$ cat src/rtl/sdp_y_inp_pkg.sv
// Shared constants for the SDP Y-input channel output skid stage.
package sdp_y_inp_pkg;
  localparam int DEF_WIDTH = 512;
  localparam int DEF_CNT_W = 16;

  typedef enum logic [1:0] {
    OCC_EMPTY = 2'd0,
    OCC_ONE   = 2'd1,
    OCC_FULL  = 2'd2
  } occ_e;
endpackage

$ cat src/rtl/sdp_y_inp_skid_reg2.sv
// Two-entry skid buffer: head feeds the output, skid catches the beat accepted while the head stalls.
module sdp_y_inp_skid_reg2
  import sdp_y_inp_pkg::*;
#(
  parameter int WIDTH = DEF_WIDTH
) (
  input  logic             clk_i,
  input  logic             rst_ni,
  input  logic             push_vld_i,
  input  logic [WIDTH-1:0] push_data_i,
  output logic             push_rdy_o,
  input  logic             pop_rdy_i,
  output logic             pop_vld_o,
  output logic [WIDTH-1:0] pop_data_o
);

  occ_e             occ_q, occ_d;
  logic             rdy_q, lz_q;
  logic [WIDTH-1:0] head_q, head_d, skid_q;
  logic             head_en, skid_en;
  logic             push, pop;

  assign push = push_vld_i & rdy_q;
  assign pop  = lz_q & pop_rdy_i;

  always_comb begin
    occ_d   = occ_q;
    head_d  = push_data_i;
    head_en = 1'b0;
    skid_en = 1'b0;
    case (occ_q)
      OCC_EMPTY: if (push) begin
        head_en = 1'b1;
        occ_d   = OCC_ONE;
      end
      OCC_ONE: begin
        if (push && pop) begin
          head_en = 1'b1;
        end else if (push) begin
          skid_en = 1'b1;
          occ_d   = OCC_FULL;
        end else if (pop) begin
          occ_d   = OCC_EMPTY;
        end
      end
      OCC_FULL: if (pop) begin
        head_d  = skid_q;
        head_en = 1'b1;
        occ_d   = OCC_ONE;
      end
      default: occ_d = OCC_EMPTY;
    endcase
  end

  // rdy/lz are registered copies of the next occupancy so neither depends on downstream ready.
  always_ff @(posedge clk_i or negedge rst_ni) begin
    if (!rst_ni) begin
      occ_q <= OCC_EMPTY;
      rdy_q <= 1'b1;
      lz_q  <= 1'b0;
    end else begin
      occ_q <= occ_d;
      rdy_q <= (occ_d != OCC_FULL);
      lz_q  <= (occ_d != OCC_EMPTY);
    end
  end

  always_ff @(posedge clk_i) begin
    if (head_en) head_q <= head_d;
    if (skid_en) skid_q <= push_data_i;
  end

  assign push_rdy_o = rdy_q;
  assign pop_vld_o  = lz_q;
  assign pop_data_o = head_q;

endmodule

$ cat src/rtl/sdp_y_inp_chn_out_skid.sv
// Channel output stage: skid buffer plus a saturating count of downstream back-pressure cycles.
module sdp_y_inp_chn_out_skid
  import sdp_y_inp_pkg::*;
#(
  parameter int WIDTH = DEF_WIDTH,
  parameter int CNT_W = DEF_CNT_W
) (
  input  logic             nvdla_core_clk,
  input  logic             nvdla_core_rstn,
  input  logic [WIDTH-1:0] chn_inp_out_rsci_d,
  input  logic             chn_inp_out_rsci_vld,
  output logic             chn_inp_out_rsci_rdy,
  output logic [WIDTH-1:0] chn_inp_out_rsc_z,
  output logic             chn_inp_out_rsc_lz,
  input  logic             chn_inp_out_rsc_vz,
  output logic             chn_inp_out_rsci_bawt,
  output logic [CNT_W-1:0] chn_inp_out_stall_cnt
);

  logic             lz;
  logic [CNT_W-1:0] stall_cnt_q;

  sdp_y_inp_skid_reg2 #(.WIDTH(WIDTH)) u_skid (
    .clk_i       (nvdla_core_clk),
    .rst_ni      (nvdla_core_rstn),
    .push_vld_i  (chn_inp_out_rsci_vld),
    .push_data_i (chn_inp_out_rsci_d),
    .push_rdy_o  (chn_inp_out_rsci_rdy),
    .pop_rdy_i   (chn_inp_out_rsc_vz),
    .pop_vld_o   (lz),
    .pop_data_o  (chn_inp_out_rsc_z)
  );

  always_ff @(posedge nvdla_core_clk or negedge nvdla_core_rstn) begin
    if (!nvdla_core_rstn)
      stall_cnt_q <= '0;
    else if (lz && !chn_inp_out_rsc_vz && stall_cnt_q != '1)
      stall_cnt_q <= stall_cnt_q + 1'b1;
  end

  assign chn_inp_out_rsc_lz    = lz;
  assign chn_inp_out_rsci_bawt = lz;
  assign chn_inp_out_stall_cnt = stall_cnt_q;

endmodule
$ cat config.mk
export PLATFORM = sky130hd
export DESIGN_NAME = sdp_y_inp_chn_out_skid
export DESIGN_NICKNAME = d
export VERILOG_FILES = /design/src/rtl/sdp_y_inp_pkg.sv /design/src/rtl/sdp_y_inp_skid_reg2.sv /design/src/rtl/sdp_y_inp_chn_out_skid.sv
export SDC_FILE = /design/constraint.sdc
export NUM_CORES = 1
export LEC_CHECK = 0
export CORE_AREA = 10 10 400 402
export CTS_BUF_LIST = sky130_fd_sc_hd__clkbuf_16
export CTS_CLUSTER_DIAMETER = 80
export DETAILED_ROUTE_END_ITERATION = 10
export DIE_AREA = 0 0 410 412
export PLACE_DENSITY = 0.44
export RECOVER_POWER = 50
export SLEW_MARGIN = 10
export SYNTH_ARGS = -nofsm -noshare
export SYNTH_HDL_FRONTEND = slang
export SYNTH_SLANG_ARGS = --single-unit
export TNS_END_PERCENT = 100
$ cat constraint.sdc
create_clock -name nvdla_core_clk -period 28.5 [get_ports nvdla_core_clk]
set_input_delay 8.55 -clock nvdla_core_clk [delete_from_list [all_inputs] [get_ports nvdla_core_clk]]
set_output_delay 8.55 -clock nvdla_core_clk [all_outputs]
set_load 0.02 [all_outputs]
-- Word-level counts from Yosys, hierarchy flattened
Cells that the tools add are included.
- bits in registers: 1044
- latch bits: 0
- bits in writable memories: 0
- memory bits (read-only): 0
- bits of input ports: 516
- output and inout bits: 531
- logic and storage cells: 33
- memories: 0
- $add $sub $neg: 1
- multipliers: 0
- divide/modulo/power cells: 0
- $lt $le $gt $ge: 0
- eq/ne operators: 4
- shift operators: 0
- mux-type cells: 14
- bitwise logic cells: 2
- reduce and logical (&&, ||, !) cells: 6
- operators with widths (operator ; number):
    512-bit 2-to-1 mux ; 2
    16-bit by 1-bit adder with 16-bit output (second input constant) ; 1
    16-bit != test (second input constant) ; 1
    2-bit 2-to-1 mux ; 5
    2-bit one-hot mux with 3 select lines ; 1
    1-bit 2-to-1 mux ; 5
    1-bit logical AND ; 3
    1-bit one-hot mux with 3 select lines ; 1
    1-bit AND ; 2
    2-bit by 1-bit == test with 1-bit output (second input constant) ; 1
    2-bit == test (second input constant) ; 1
    2-bit logical NOT ; 1
    2-bit != test (second input constant) ; 1
    2-bit nonzero test ; 1
    1-bit logical NOT ; 1

-- Logic depth before layout (Yosys ltp)
- word-level depth: 6
- gate-level depth with buffers: 6
- mapped depth without buffers: 6

-- Cells and area by module
A second synthesis with hierarchy kept.
- cells, all modules: 1685
- area, all modules: 39879.5 µm²
- by module, submodules not included (module ; instances ; cells an instance ; area each (µm²) ; sequential area each (µm²)):
    sdp_y_inp_skid_reg2 ; 1 ; 1610 ; 39026.2 ; 30850.8
    sdp_y_inp_chn_out_skid ; 1 ; 75 ; 853.3 ; 400.4

-- Least setup slack after synthesis
No wires, ideal clock.
- path type: input -> register
- start: input port chn_inp_out_rsc_vz
- end: register u_skid.head_q[0], in the netlist u_skid.pop_data_o[0], enable pin
- setup time: 1.498 ns
- arrival time: 32.097 ns
- data required time: 27.002 ns
- slack: -5.095 ns
- stages: 2
- path buffers: 0
- cell sequence: nand4_1 o21bai_1
- word-level cells in the longest chain between the ends: 4
- elaborated cells on any way between the ends: 5
- classes of those cells: 3 x mux; 1 x bitwise; 1 x reduce/logical
- RTL lines (what ; line ; source):
    from (decl) ; sdp_y_inp_chn_out_skid.sv:15 ; input logic chn_inp_out_rsc_vz,
    1-bit AND * ; sdp_y_inp_skid_reg2.sv:24 ; assign pop = lz_q & pop_rdy_i;
    1-bit logical AND ; sdp_y_inp_skid_reg2.sv:37 ; if (push && pop) begin
    1-bit 2-to-1 mux ; sdp_y_inp_skid_reg2.sv:37 ;
    1-bit one-hot mux with 3 select lines * ; sdp_y_inp_skid_reg2.sv:31 ; case (occ_q)
    named net u_skid.head_en ; sdp_y_inp_skid_reg2.sv:20 ; logic head_en, skid_en;
    to (signal assigned) ; sdp_y_inp_skid_reg2.sv:69 ; if (head_en) head_q <= head_d;
    to (decl) ; sdp_y_inp_skid_reg2.sv:19 ; logic [WIDTH-1:0] head_q, head_d, skid_q;
Mark *: on every way through the listed nets, which the timed path passes. The rest lies on a longest branch.
A chain may end at the register's enable or synchronous reset.

-- Worst setup path after layout
- start: input port chn_inp_out_rsci_vld
- end: register u_skid.skid_q[199], enable pin
- word-level cells in the longest chain between the ends: 4
- elaborated cells on any way between the ends: 5
- classes of those cells: 3 x mux; 1 x bitwise; 1 x reduce/logical
- RTL lines (what ; line ; source):
    from (decl) ; sdp_y_inp_chn_out_skid.sv:11 ; input logic chn_inp_out_rsci_vld,
    1-bit AND * ; sdp_y_inp_skid_reg2.sv:23 ; assign push = push_vld_i & rdy_q;
    1-bit 2-to-1 mux or 1-bit logical AND (tied branches) ; sdp_y_inp_skid_reg2.sv:39, sdp_y_inp_skid_reg2.sv:37 ;
    1-bit 2-to-1 mux * ; sdp_y_inp_skid_reg2.sv:37 ;
    1-bit 2-to-1 mux * ; sdp_y_inp_skid_reg2.sv:31 ;
    named net u_skid.skid_en ; sdp_y_inp_skid_reg2.sv:20 ;
    to (signal assigned) ; sdp_y_inp_skid_reg2.sv:70 ; if (skid_en) skid_q <= push_data_i;
    to (decl) ; sdp_y_inp_skid_reg2.sv:19 ;
Marks and branches as above.

==> results.py <==
metrics = {
    "outcome": {
        "status": "finished with violations",
        "violations": "max-capacitance violations, max-slew violations",
    },
    "clock_network": {
        "clk_latency_ns": 0.72,
        "cts_buffers": 118,
        "ctsResizeCount": 0,
        "cts_root_buf": "clkbuf_16",
        "ctsHoldBuffers": 0,
        "cts_buffer_depth": 3,
        "clock-sinks": 1044,
        "cts_tree": "yes",
        "cts.htree.levels": 3,
        "cts_setup_buffers": 0,
        "path_clk_slew_ns": 0.06,
    },
    "floorplan": {
        "die_y_um": 412,
        "die_w_um": 410,
        "initial_core_util_pct": 25.0,
        "fp.coreArea_mm2": 0.152,
        "rows": 143,
        "io_pins": 1047,
        "die-area_mm2": 0.169,
    },
    "pwr": {
        "peakVddDrop_mv": 0.0839,
        "powerDensity_mw_per_mm2": 91.6,
        "leakage_nw": 18.5,
    },
    "drt": {
        "vias": 20878,
        "ant_nets": 0,
        "viasPerCell": 4.18,
        "drt-wirelength-per-cell_um": 25.6,
        "drcViolationCount": 0,
        "first_pass_iters": 5,
        "wirelength_um": 128000,
        "drt_iter0_drc": 1220,
    },
    "timing": {
        "rsz0062_at_grt": "no",
        "fmax_mhz": 52.4,
        "fin_setup_tns_ns": 0,
        "fin_crit_sh_pct": 67.0,
        "finalSetupViolations": 0,
        "tightest_slew_ns": 10.21,
        "drv_slew": 390,
        "min_period_ns": 19.08,
        "fin_worst_skew_ns": 0.0326,
        "maxSlewHeadroom_pct": -581,
        "hold_viol": 0,
    },
    "grt": {
        "grt_util_all_layers_pct": 14.4,
        "overflow": 0,
        "antenna_found_initial": 175,
        "grt_pass1_vias": 22165,
        "grt_pass1_wl_um": 175000,
        "grt_max_degree": 164,
    },
    "yosys": {
        "ys_seq_area_share_pct": 82.5,
        "ys_ff_latch": 1044,
        "synthDominantCellAreaShare_pct": 81.2,
        "syn-num-nets": 2195,
        "syn_avg_cell_area_um2": 22.6,
        "yosysMostFrequentCell": "edfxtp_1",
        "synthCells": 1678,
        "synthTopCellsByArea": "edfxtp_1 (81%), mux2_2 (14%), mux2_1 (1.5%), dfrtp_1 (1.3%), buf_4 (0.81%)",
        "synth_enable_flop_cells": 1024,
        "syn_area_mm2": 0.0379,
        "yosys.area.top_type": "edfxtp_1",
        "synth_cell_type_count": 29,
        "ys_async_sr_fraction_pct": 1.92,
        "synthFlopType": "edfxtp_1",
        "synth_common_cells": "edfxtp_1 (1024), mux2_2 (460), mux2_1 (52), buf_4 (41), dfrtp_1 (19)",
        "yosys_warnings": 0,
    },
    "place": {
        "io_buffers": 1046,
        "dpl.cell_count": 4711,
        "hpwl_um": 93500,
        "routabilityCongestion": 0.805,
    },
    "layout": {
        "drive_gt1_share_pct": 21.6,
        "multi_input_area_mm2": 0.00620,
        "nFillCells": 14271,
        "stdcell_count": 4997,
        "regArea_mm2": 0.0313,
        "nNetsFinal": 3318,
        "syn_to_final_growth_pct": 43.7,
    },
    "worst_setup_path": {
        "crit_fanout": 163,
        "r2r-start": "u_skid.push_rdy_o$_DFF_PN1_",
        "reg2reg_depth": 5,
        "path_class": "in2reg",
        "arrival_ns": 19.42,
        "timing.critical_path.from_type": "input port",
        "critPathRequiredTime_ns": 28.83,
        "r2r_slack_ns": 17.31,
        "r2r_end": "u_skid.skid_q[199]$_DFFE_PP_",
        "cp-end-kind": "flop",
    },
    "min_path": {
        "hold_path.class": "reg2reg",
        "hold-path-cell-count": 1,
        "worstHoldStart": "u_skid.skid_q[502]$_DFFE_PP_",
        "min_to": "u_skid.pop_data_o[502]$_DFFE_PP_",
    },
    "flow_run": {
        "drv_cap": 3,
    },
}
critical path, cell delays in order:
cell and delay, ns:
dlygate4sd3_1 0.57, nand2_1 0.08, or2_2 0.29, nor2_1 1.11, clkbuf_1 6.86, buf_4 1.50
power by group:
part           total [mW]  internal (mW)  switching, mW
registers            2.33           2.23         0.0970
logic                1.23          0.424          0.808
clock network        1.42          0.800          0.623
total                4.99           3.46           1.53
registers in the layout (all words and copies together), names as in the netlist:
signal,flops
u_skid.pop_vld_o,1
u_skid.pop_data_o,512
u_skid.skid_q,512
chn_inp_out_stall_cnt,16
u_skid.occ_q,2
u_skid.push_rdy_o,1
cells in the final DEF (no fill, tap or decap), types with 6 or more instances in the layout:
| cell type | instances |
|---|---|
| edfxtp_1 | 1024 |
| dlygate4sd3_1 | 1018 |
| mux2_2 | 458 |
| clkbuf_16 | 119 |
| diode_2 | 68 |
| mux2_1 | 55 |
| clkinv_1 | 37 |
| inv_1 | 35 |
| clkdlybuf4s50_1 | 28 |
| dfrtp_1 | 19 |
| clkinv_2 | 13 |
| nand3_1 | 11 |
| xnor2_1 | 9 |
| buf_4 | 8 |
| nand2_1 | 7 |
| nand4_1 | 6 |
routing by layer:
metal | wire length (um) | vias to the layer above | track usage, %
li1 | - | 9056 | -
met3 | 13300 | 375 | 6.58
met2 | 62900 | 960 | 23.9
met4 | 4990 | 52 | 6.30
met5 | 304 | - | 0
met1 | 46400 | 10435 | 15.7
stage by stage:
stage | area [um^2] | hold slack [ns] | total power [mW] | util [%] | setup slack, ns
after global placement | 50700 | 0.491 | 3.66 | 33.5 | 14.95
after global routing | 54400 | 0.515 | 5.22 | 35.9 | 8.40
after floorplan | 37900 | 0.501 | 3.15 | - | 5.55
after detailed placement | 50700 | 0.503 | 3.67 | 33.5 | 14.83
final | 54400 | 0.503 | 4.99 | 35.9 | 9.42
after CTS | 54300 | 0.495 | 5.13 | 35.9 | 15.65
area by class of cell:
cell class              instances  area share [%]
well taps                    2030            4.67
diodes                         68           0.313
flip-flops and latches       1044            57.4
clock buffers                 119            5.47
repair buffers               1060            19.5
clock inverters                99            1.21
multi-input cells             575            11.4
inverters                       2          0.0138
worst max-delay path by stage:
stage,start,to,slack (ns),cells after the start
after global placement,chn_inp_out_rsc_vz,u_skid.pop_data_o[1]$_DFFE_PP_,14.95,6
after CTS,chn_inp_out_rsc_vz,u_skid.pop_data_o[162]$_DFFE_PP_,15.65,6
after detailed placement,chn_inp_out_rsc_vz,u_skid.pop_data_o[205]$_DFFE_PP_,14.83,6
after global routing,chn_inp_out_rsci_vld,u_skid.skid_q[199]$_DFFE_PP_,8.40,6
final,chn_inp_out_rsci_vld,u_skid.skid_q[199]$_DFFE_PP_,9.42,6
after floorplan,chn_inp_out_rsci_vld,u_skid.push_rdy_o$_DFF_PN1_,5.55,4
cell families (layout without fill, tap and decap cells):
logic type,count (synthesis),count (layout),share of synthesized area (%)
muxes,514,514,15.3
and+or+nand+nor,40,40,0.628
AOI/OAI and AO/OA,7,7,0.162
adders and majority gates,1,1,0.0330
xor gates and xnor gates,13,13,0.301
DFF,1044,1044,82.5
other,0,68,0
buffers and inverters,59,1280,1.04
Note: power is estimated with default switching activity, not from simulation.
